$ cat src/rtl/rtc_adj_if.sv
// rtc_adj_if: time adjustment request/acknowledge bundle between a servo and rtc_core.
interface rtc_adj_if;
  logic        adj_req_i;
  logic        adj_mode_i;
  logic        adj_neg_i;
  logic [47:0] adj_sec_i;
  logic [29:0] adj_ns_i;
  logic [5:0]  slew_rate_i;
  logic        adj_ack_o;
  logic        adj_busy_o;
  logic        adj_done_o;
  modport master (
    output adj_req_i, adj_mode_i, adj_neg_i, adj_sec_i, adj_ns_i, slew_rate_i,
    input  adj_ack_o, adj_busy_o, adj_done_o
  );
  modport slave (
    input  adj_req_i, adj_mode_i, adj_neg_i, adj_sec_i, adj_ns_i, slew_rate_i,
    output adj_ack_o, adj_busy_o, adj_done_o
  );
endinterface

$ cat src/rtl/rtc_core.sv
// rtc_core: free-running PTP real-time clock with absolute set, signed step and monotonic slew.
module rtc_core #(
  parameter int          FNS_W        = 26,
  parameter int          SC2NS        = 1000000000,
  parameter logic [31:0] TICK_INC_DEF = 32'h2000_0000
) (
  input  logic         rtc_clk,
  input  logic         rtc_rst,
  input  logic         tick_wr_i,
  input  logic [31:0]  tick_inc_i,
  input  logic         set_i,
  input  logic [47:0]  set_sec_i,
  input  logic [31:0]  set_ns_i,
  rtc_adj_if.slave     adj,
  output logic [79:0]  rtc_std_o,
  output logic [15:0]  rtc_fns_o,
  output logic [31:0]  tick_inc_o,
  output logic         sec_pulse_o
);
  localparam logic [31:0] SC = 32'(SC2NS);
  typedef enum logic {IDLE, SLEW} state_t;
  state_t state, state_nx;
  logic [47:0] sec, sec_nx, mag_sec;
  logic [31:0] ns, ns_nx, sum_ns, t, p, mag_ns, lim, rate_raw, rate_c, rate_e;
  logic [FNS_W-1:0] frac;
  logic [31+FNS_W:0] sum;
  logic [29:0] rem, rem_nx, extra;
  logic [5:0] rate_r;
  logic neg_r, neg, c1, c2, b, accept, step, busy, done, done_nx;
  always_comb begin
    sum = {ns, frac} + {{FNS_W{1'b0}}, tick_inc_o};
    sum_ns = sum[31+FNS_W:FNS_W];
    c1 = sum_ns >= SC;
    t = c1 ? sum_ns - SC : sum_ns;
    accept = state == IDLE && adj.adj_req_i && !set_i;
    step = accept && !adj.adj_mode_i;
    // negative slew is clamped below one tick so the clock never runs backwards
    lim = 32'(tick_inc_o[31:FNS_W]) - 32'd1;
    rate_raw = rate_r == '0 ? 32'd1 : 32'(rate_r);
    rate_c = neg_r && lim < rate_raw ? lim : rate_raw;
    rate_e = rate_c == '0 ? 32'd1 : rate_c;
    extra = 32'(rem) < rate_e ? rem : rate_e[29:0];
    mag_ns = step ? {2'b0, adj.adj_ns_i} : state == SLEW ? {2'b0, extra} : '0;
    mag_sec = step ? adj.adj_sec_i : '0;
    neg = step ? adj.adj_neg_i : neg_r;
    p = t + mag_ns;
    c2 = p >= SC;
    b = t < mag_ns;
    ns_nx = neg ? t - mag_ns + (b ? SC : '0) : (c2 ? p - SC : p);
    sec_nx = neg ? sec + 48'(c1) - mag_sec - 48'(b) : sec + mag_sec + 48'(c1) + 48'(c2);
    rem_nx = state == SLEW ? rem - extra : accept && adj.adj_mode_i ? adj.adj_ns_i : rem;
    state_nx = state == SLEW ? (rem_nx == '0 ? IDLE : SLEW)
             : (accept && adj.adj_mode_i && adj.adj_ns_i != '0 ? SLEW : IDLE);
    done_nx = state == SLEW ? rem_nx == '0 : accept && (!adj.adj_mode_i || adj.adj_ns_i == '0);
  end
  always_ff @(posedge rtc_clk) begin
    if (rtc_rst) begin
      state <= IDLE;
      sec <= '0;
      ns <= '0;
      frac <= '0;
      tick_inc_o <= TICK_INC_DEF;
      sec_pulse_o <= 1'b0;
      busy <= 1'b0;
      done <= 1'b0;
      rem <= '0;
      neg_r <= 1'b0;
      rate_r <= '0;
    end else begin
      if (tick_wr_i && tick_inc_i[31:FNS_W] != '0) tick_inc_o <= tick_inc_i;
      if (accept) begin
        neg_r <= adj.adj_neg_i;
        rate_r <= adj.slew_rate_i;
      end
      sec <= set_i ? set_sec_i : sec_nx;
      ns <= set_i ? set_ns_i : ns_nx;
      frac <= set_i ? '0 : sum[FNS_W-1:0];
      sec_pulse_o <= !set_i && c1;
      state <= set_i ? IDLE : state_nx;
      busy <= !set_i && state_nx == SLEW;
      done <= !set_i && done_nx;
      rem <= rem_nx;
    end
  end
  assign rtc_std_o = {sec, ns};
  assign rtc_fns_o = frac[FNS_W-1:FNS_W-16];
  assign adj.adj_ack_o = accept && !rtc_rst;
  assign adj.adj_busy_o = busy;
  assign adj.adj_done_o = done;
endmodule

$ cat src/flat_wrapper.sv
// flat-port wrapper written by rule: the top's interface ports become plain ports
module rtc_core_flat 
#(
  parameter int          FNS_W        = 26,
  parameter int          SC2NS        = 1000000000,
  parameter logic [31:0] TICK_INC_DEF = 32'h2000_0000
)
  (rtc_clk, rtc_rst, tick_wr_i, tick_inc_i, set_i, set_sec_i, set_ns_i, rtc_std_o, rtc_fns_o, tick_inc_o, sec_pulse_o, adj_adj_req_i, adj_adj_mode_i, adj_adj_neg_i, adj_adj_sec_i, adj_adj_ns_i, adj_slew_rate_i, adj_adj_ack_o, adj_adj_busy_o, adj_adj_done_o);
  rtc_adj_if adj_i ();
  input  logic rtc_clk;
  input  logic rtc_rst;
  input  logic tick_wr_i;
  input  logic [31:0] tick_inc_i;
  input  logic set_i;
  input  logic [47:0] set_sec_i;
  input  logic [31:0] set_ns_i;
  output logic [79:0] rtc_std_o;
  output logic [15:0] rtc_fns_o;
  output logic [31:0] tick_inc_o;
  output logic sec_pulse_o;
  input wire logic [$bits(adj_i.adj_req_i)-1:0] adj_adj_req_i;
  input wire logic [$bits(adj_i.adj_mode_i)-1:0] adj_adj_mode_i;
  input wire logic [$bits(adj_i.adj_neg_i)-1:0] adj_adj_neg_i;
  input wire logic [$bits(adj_i.adj_sec_i)-1:0] adj_adj_sec_i;
  input wire logic [$bits(adj_i.adj_ns_i)-1:0] adj_adj_ns_i;
  input wire logic [$bits(adj_i.slew_rate_i)-1:0] adj_slew_rate_i;
  output wire logic [$bits(adj_i.adj_ack_o)-1:0] adj_adj_ack_o;
  output wire logic [$bits(adj_i.adj_busy_o)-1:0] adj_adj_busy_o;
  output wire logic [$bits(adj_i.adj_done_o)-1:0] adj_adj_done_o;
  assign adj_i.adj_req_i = adj_adj_req_i;
  assign adj_i.adj_mode_i = adj_adj_mode_i;
  assign adj_i.adj_neg_i = adj_adj_neg_i;
  assign adj_i.adj_sec_i = adj_adj_sec_i;
  assign adj_i.adj_ns_i = adj_adj_ns_i;
  assign adj_i.slew_rate_i = adj_slew_rate_i;
  assign adj_adj_ack_o = adj_i.adj_ack_o;
  assign adj_adj_busy_o = adj_i.adj_busy_o;
  assign adj_adj_done_o = adj_i.adj_done_o;
  rtc_core #(.FNS_W(FNS_W), .SC2NS(SC2NS), .TICK_INC_DEF(TICK_INC_DEF)) u_core (.rtc_clk(rtc_clk), .rtc_rst(rtc_rst), .tick_wr_i(tick_wr_i), .tick_inc_i(tick_inc_i), .set_i(set_i), .set_sec_i(set_sec_i), .set_ns_i(set_ns_i), .adj(adj_i), .rtc_std_o(rtc_std_o), .rtc_fns_o(rtc_fns_o), .tick_inc_o(tick_inc_o), .sec_pulse_o(sec_pulse_o));
endmodule
$ cat config.mk
export PLATFORM = sky130hd
export DESIGN_NAME = rtc_core_flat
export DESIGN_NICKNAME = d
export VERILOG_FILES = /design/src/rtl/rtc_adj_if.sv /design/src/rtl/rtc_core.sv /design/src/flat_wrapper.sv
export SDC_FILE = /design/constraint.sdc
export NUM_CORES = 1
export LEC_CHECK = 0
export ABC_CLOCK_PERIOD_IN_PS = 21800
export BUFFER_PORTS_ARGS = -buffer_cell sky130_fd_sc_hd__buf_2
export CORE_MARGIN = 2
export CORE_UTILIZATION = 60
export DETAILED_ROUTE_END_ITERATION = 16
export HOLD_SLACK_MARGIN = 0.08
export PLACE_DENSITY = 0.83
export SLEW_MARGIN = 20
export SYNTH_ARGS = -nofsm -noshare
export SYNTH_HDL_FRONTEND = slang
export SYNTH_SLANG_ARGS = --single-unit
$ cat constraint.sdc
create_clock -name rtc_clk -period 21.8 [get_ports rtc_clk]
set_input_delay 1.09 -clock rtc_clk [delete_from_list [all_inputs] [get_ports rtc_clk]]
set_output_delay 1.09 -clock rtc_clk [all_outputs]
set_load 0.01 [all_outputs]
==> results.py <==
metrics = {
    "flow_run": {
        "max-cap-violations": 0,
    },
    "place": {
        "port_buffers": 334,
        "routabilityCongestion": 1.01,
        "hpwlAfterDp_microns": 61400,
        "place_inst": 4054,
    },
    "timing": {
        "slew_violations": 0,
        "relSlewSlack": 0.248,
        "period_minus_slack_ns": 14.49,
        "rsz0062_at_grt": "false",
        "skew_ns": 0.0145,
        "worstMarginPinSlew_ns": 1.13,
        "hold_violations": 0,
        "fmax_mhz": 69.0,
        "setup-violations-final": 0,
        "fin_crit_sh": 0.665,
        "fin_setup_tns_ns": 0,
    },
    "logic_synthesis": {
        "seq_area_frac_synth": 0.146,
        "synth_compound_area_frac": 0.263,
        "synthCells": 3282,
        "synth_top_cell_area_share": 0.214,
        "avgSynthCellArea_sq_um": 7.46,
        "synth_edf_count": 0,
        "synth_ff_type": "dfxtp_1",
        "synth-adder-area-share": 0.236,
        "synth-simple-area-share": 0.193,
        "synth_area_leaders": "ha_1 (21%), dfxtp_1 (15%), a21oi_1 (6.2%)",
        "yosys_warnings": 0,
        "yosys-mux-area-fraction": 0.00521,
        "synth_seq_cells": 179,
        "yosys.area_share.xor_xnor": 0.0833,
        "synthesis.area_sq_mm": 0.0245,
        "async_reset_ff_frac": 0,
        "synth_top_area_cell": "ha_1",
        "yosysUniqueCellTypes": 100,
        "synth_top_family_by_area": "compound AO/OA/AOI/OAI gates",
    },
    "final_layout": {
        "final_nets": 4196,
        "most-common-layout-cells": "ha_1 (419), buf_2 (332), inv_1 (319)",
        "drive_above_1_share": 0.125,
        "finalNonFillerCells": 4085,
        "n_fill_cell": 3568,
        "layout_commonest_cell": "ha_1",
        "area_growth_pct": 10.6,
    },
    "routing": {
        "wirelength_microns": 77700,
        "dr.first_iter.drc_count": 1884,
        "drc": 0,
        "ant_nets": 0,
        "dr.pass1.iters": 6,
        "route.vias.total": 24900,
        "viasPerCell": 6.09,
        "avgRoutedWirePerCell_microns": 19.0,
    },
    "global_routing": {
        "grt.busiest_layer": "met2",
        "grt_antenna_before_repair": 4,
        "met2_usage": 0.594,
        "grt_pass1_vias": 23300,
        "grt_pass1_wl_microns": 122000,
        "grt_usage": 0.363,
        "grt.met1_usage": 0.466,
        "grtUsageMet3": 0.0664,
        "grt_max_degree": 81,
        "gr-total-overflow": 0,
    },
    "floorplanning": {
        "die_height_microns": 206,
        "die_area_sq_mm": 0.0424,
        "pin_count": 335,
        "dieWidth_microns": 206,
        "start_util": 0.612,
        "coreArea_sq_mm": 0.0400,
        "rows": 73,
    },
    "clocking": {
        "cts_root_buf": "clkbuf_16",
        "postCtsHoldBufs": 0,
        "htreeDepth": 4,
        "cts_made_buffers": 17,
        "clk_latency_ns": 0.52,
        "cts.reportedPaths.clkPinSlew_ns": 0.08,
        "cts-resized-gates": 0,
        "postCtsSetupBuffers": 0,
        "cts_sinks": 179,
        "clockBufferDepth": 2,
        "cts_tree": "yes",
    },
    "critical_path": {
        "worstSetupPathType": "flip-flop to flip-flop",
        "worstPathArrival_ns": 14.93,
        "cp-start-kind": "flip-flop",
        "rrSetupSlack_ns": 7.31,
        "worst_ep_required_time_ns": 22.24,
        "crit_top_cell": "o21ai_0",
        "r2r_cells": 60,
        "cpPeakStageDelay_ns": 0.53,
        "critPathMaxFanout": 28,
        "crit_path_end_kind": "flip-flop",
        "cpMaxStageDelayCell": "a221oi_4",
    },
    "run_status": {
        "status": "complete, no violations",
    },
    "power_and_ir_drop": {
        "ir_drop_v": 0.0000817,
        "p_leak_uw": 0.0133,
        "powerDensity_mw_per_mm2": 83.7,
    },
    "min_path": {
        "hp-class": "flip-flop to flip-flop",
        "min_delay_path_depth": 2,
    },
}
metrics by stage:
step	setup slack, ns	instance area [sq um]	hold slack [ns]	power (uW)	utilization
after global placement	8.07	26500	0.451	1900	0.663
after floorplan	9.91	24600	0.436	1550	-
after CTS	7.62	27100	0.474	2240	0.677
final	7.31	27100	0.476	2270	0.677
after detailed placement	7.74	26500	0.459	1910	0.663
after global routing	6.09	27100	0.494	2450	0.677
routing by layer:
layer	vias up	wire length, microns
met2	1089	35100
met1	11400	32700
met3	200	6660
met4	4	3260
li1	12100	-
met5	-	25
kinds of logic (layout without fill, tap and decap cells):
logic type,count (synthesis),in the layout
flip-flops,179,179
buffers and inverters,449,703
XOR/XNOR,232,232
adder cells (fa/ha/maj),446,446
AO/OA/AOI/OAI,984,984
other,1,25
AND/OR/NAND/NOR,979,979
multiplexers,12,12
cell type report:
cell class                      instances  area [sq um]  area share
Multi-Input combinational cell       2677         19300       0.711
Sequential cell                       179          3580       0.132
Timing Repair Buffer                  352          1810      0.0669
Inverter                              321          1200      0.0445
Tap cell                              525           657      0.0243
Clock buffer                           17           425      0.0157
Clock inverter                         13           135     0.00499
Antenna cell                            1          2.50   0.0000924
worst paths after layout:
path                                      start                                end
max          u_core.tick_inc_o[26]$_SDFFE_PP0P_          u_core.sec[46]$_SDFF_PP0_
min           u_core.tick_inc_o[0]$_SDFFE_PP0P_  u_core.tick_inc_o[0]$_SDFFE_PP0P_
max reg2reg  u_core.tick_inc_o[26]$_SDFFE_PP0P_          u_core.sec[46]$_SDFF_PP0_
min reg2reg   u_core.tick_inc_o[0]$_SDFFE_PP0P_  u_core.tick_inc_o[0]$_SDFFE_PP0P_
power breakdown:
group	internal [uW]	switching (uW)	leakage, uW
Clock	151	170	0.000275
Sequential	358	50.1	0.00147
Combinational	631	907	0.0115
critical path: cells and delay by family (launching register included):
| family | cells | cell delay, ns |
|---|---|---|
| and+or+nand+nor | 8 | 1.40 |
| AOI/OAI and AO/OA | 35 | 8.26 |
| buffers and inverters | 7 | 1.25 |
| muxes | 1 | 0.29 |
| adders and majority gates | 8 | 2.49 |
| xor gates and xnor gates | 1 | 0.29 |
| DFF | 1 | 0.43 |
state kept, by name (all words and copies together), names as in the netlist:
signal                 cells
u_core.adj.adj_busy_o      1
u_core.adj.adj_done_o      1
u_core.frac               26
u_core.neg_r               1
u_core.ns                 32
u_core.rate_r              6
u_core.rem                30
u_core.sec                48
u_core.sec_pulse_o         1
u_core.state               1
u_core.tick_inc_o         32
synthesized netlist by cell type (all sizes together), types with 13 or more instances:
cell type / number
a21o: 86
o21ai: 184
nor3: 67
a31o: 13
nand3: 62
o211ai: 17
a221oi: 23
nand4: 26
and3: 29
a22oi: 20
buf: 31
nand2: 296
a31oi: 37
clkbuf: 97
xnor2: 144
dfxtp: 179
nand2b: 41
a22o: 34
o31ai: 22
a211oi: 59
inv: 321
nor2b: 36
or3: 24
nor4: 21
fa: 26
o21a: 41
xor2: 88
o21bai: 20
a21oi: 307
ha: 419
nor2: 254
and2: 70
Power figures use the tool's default switching activity.
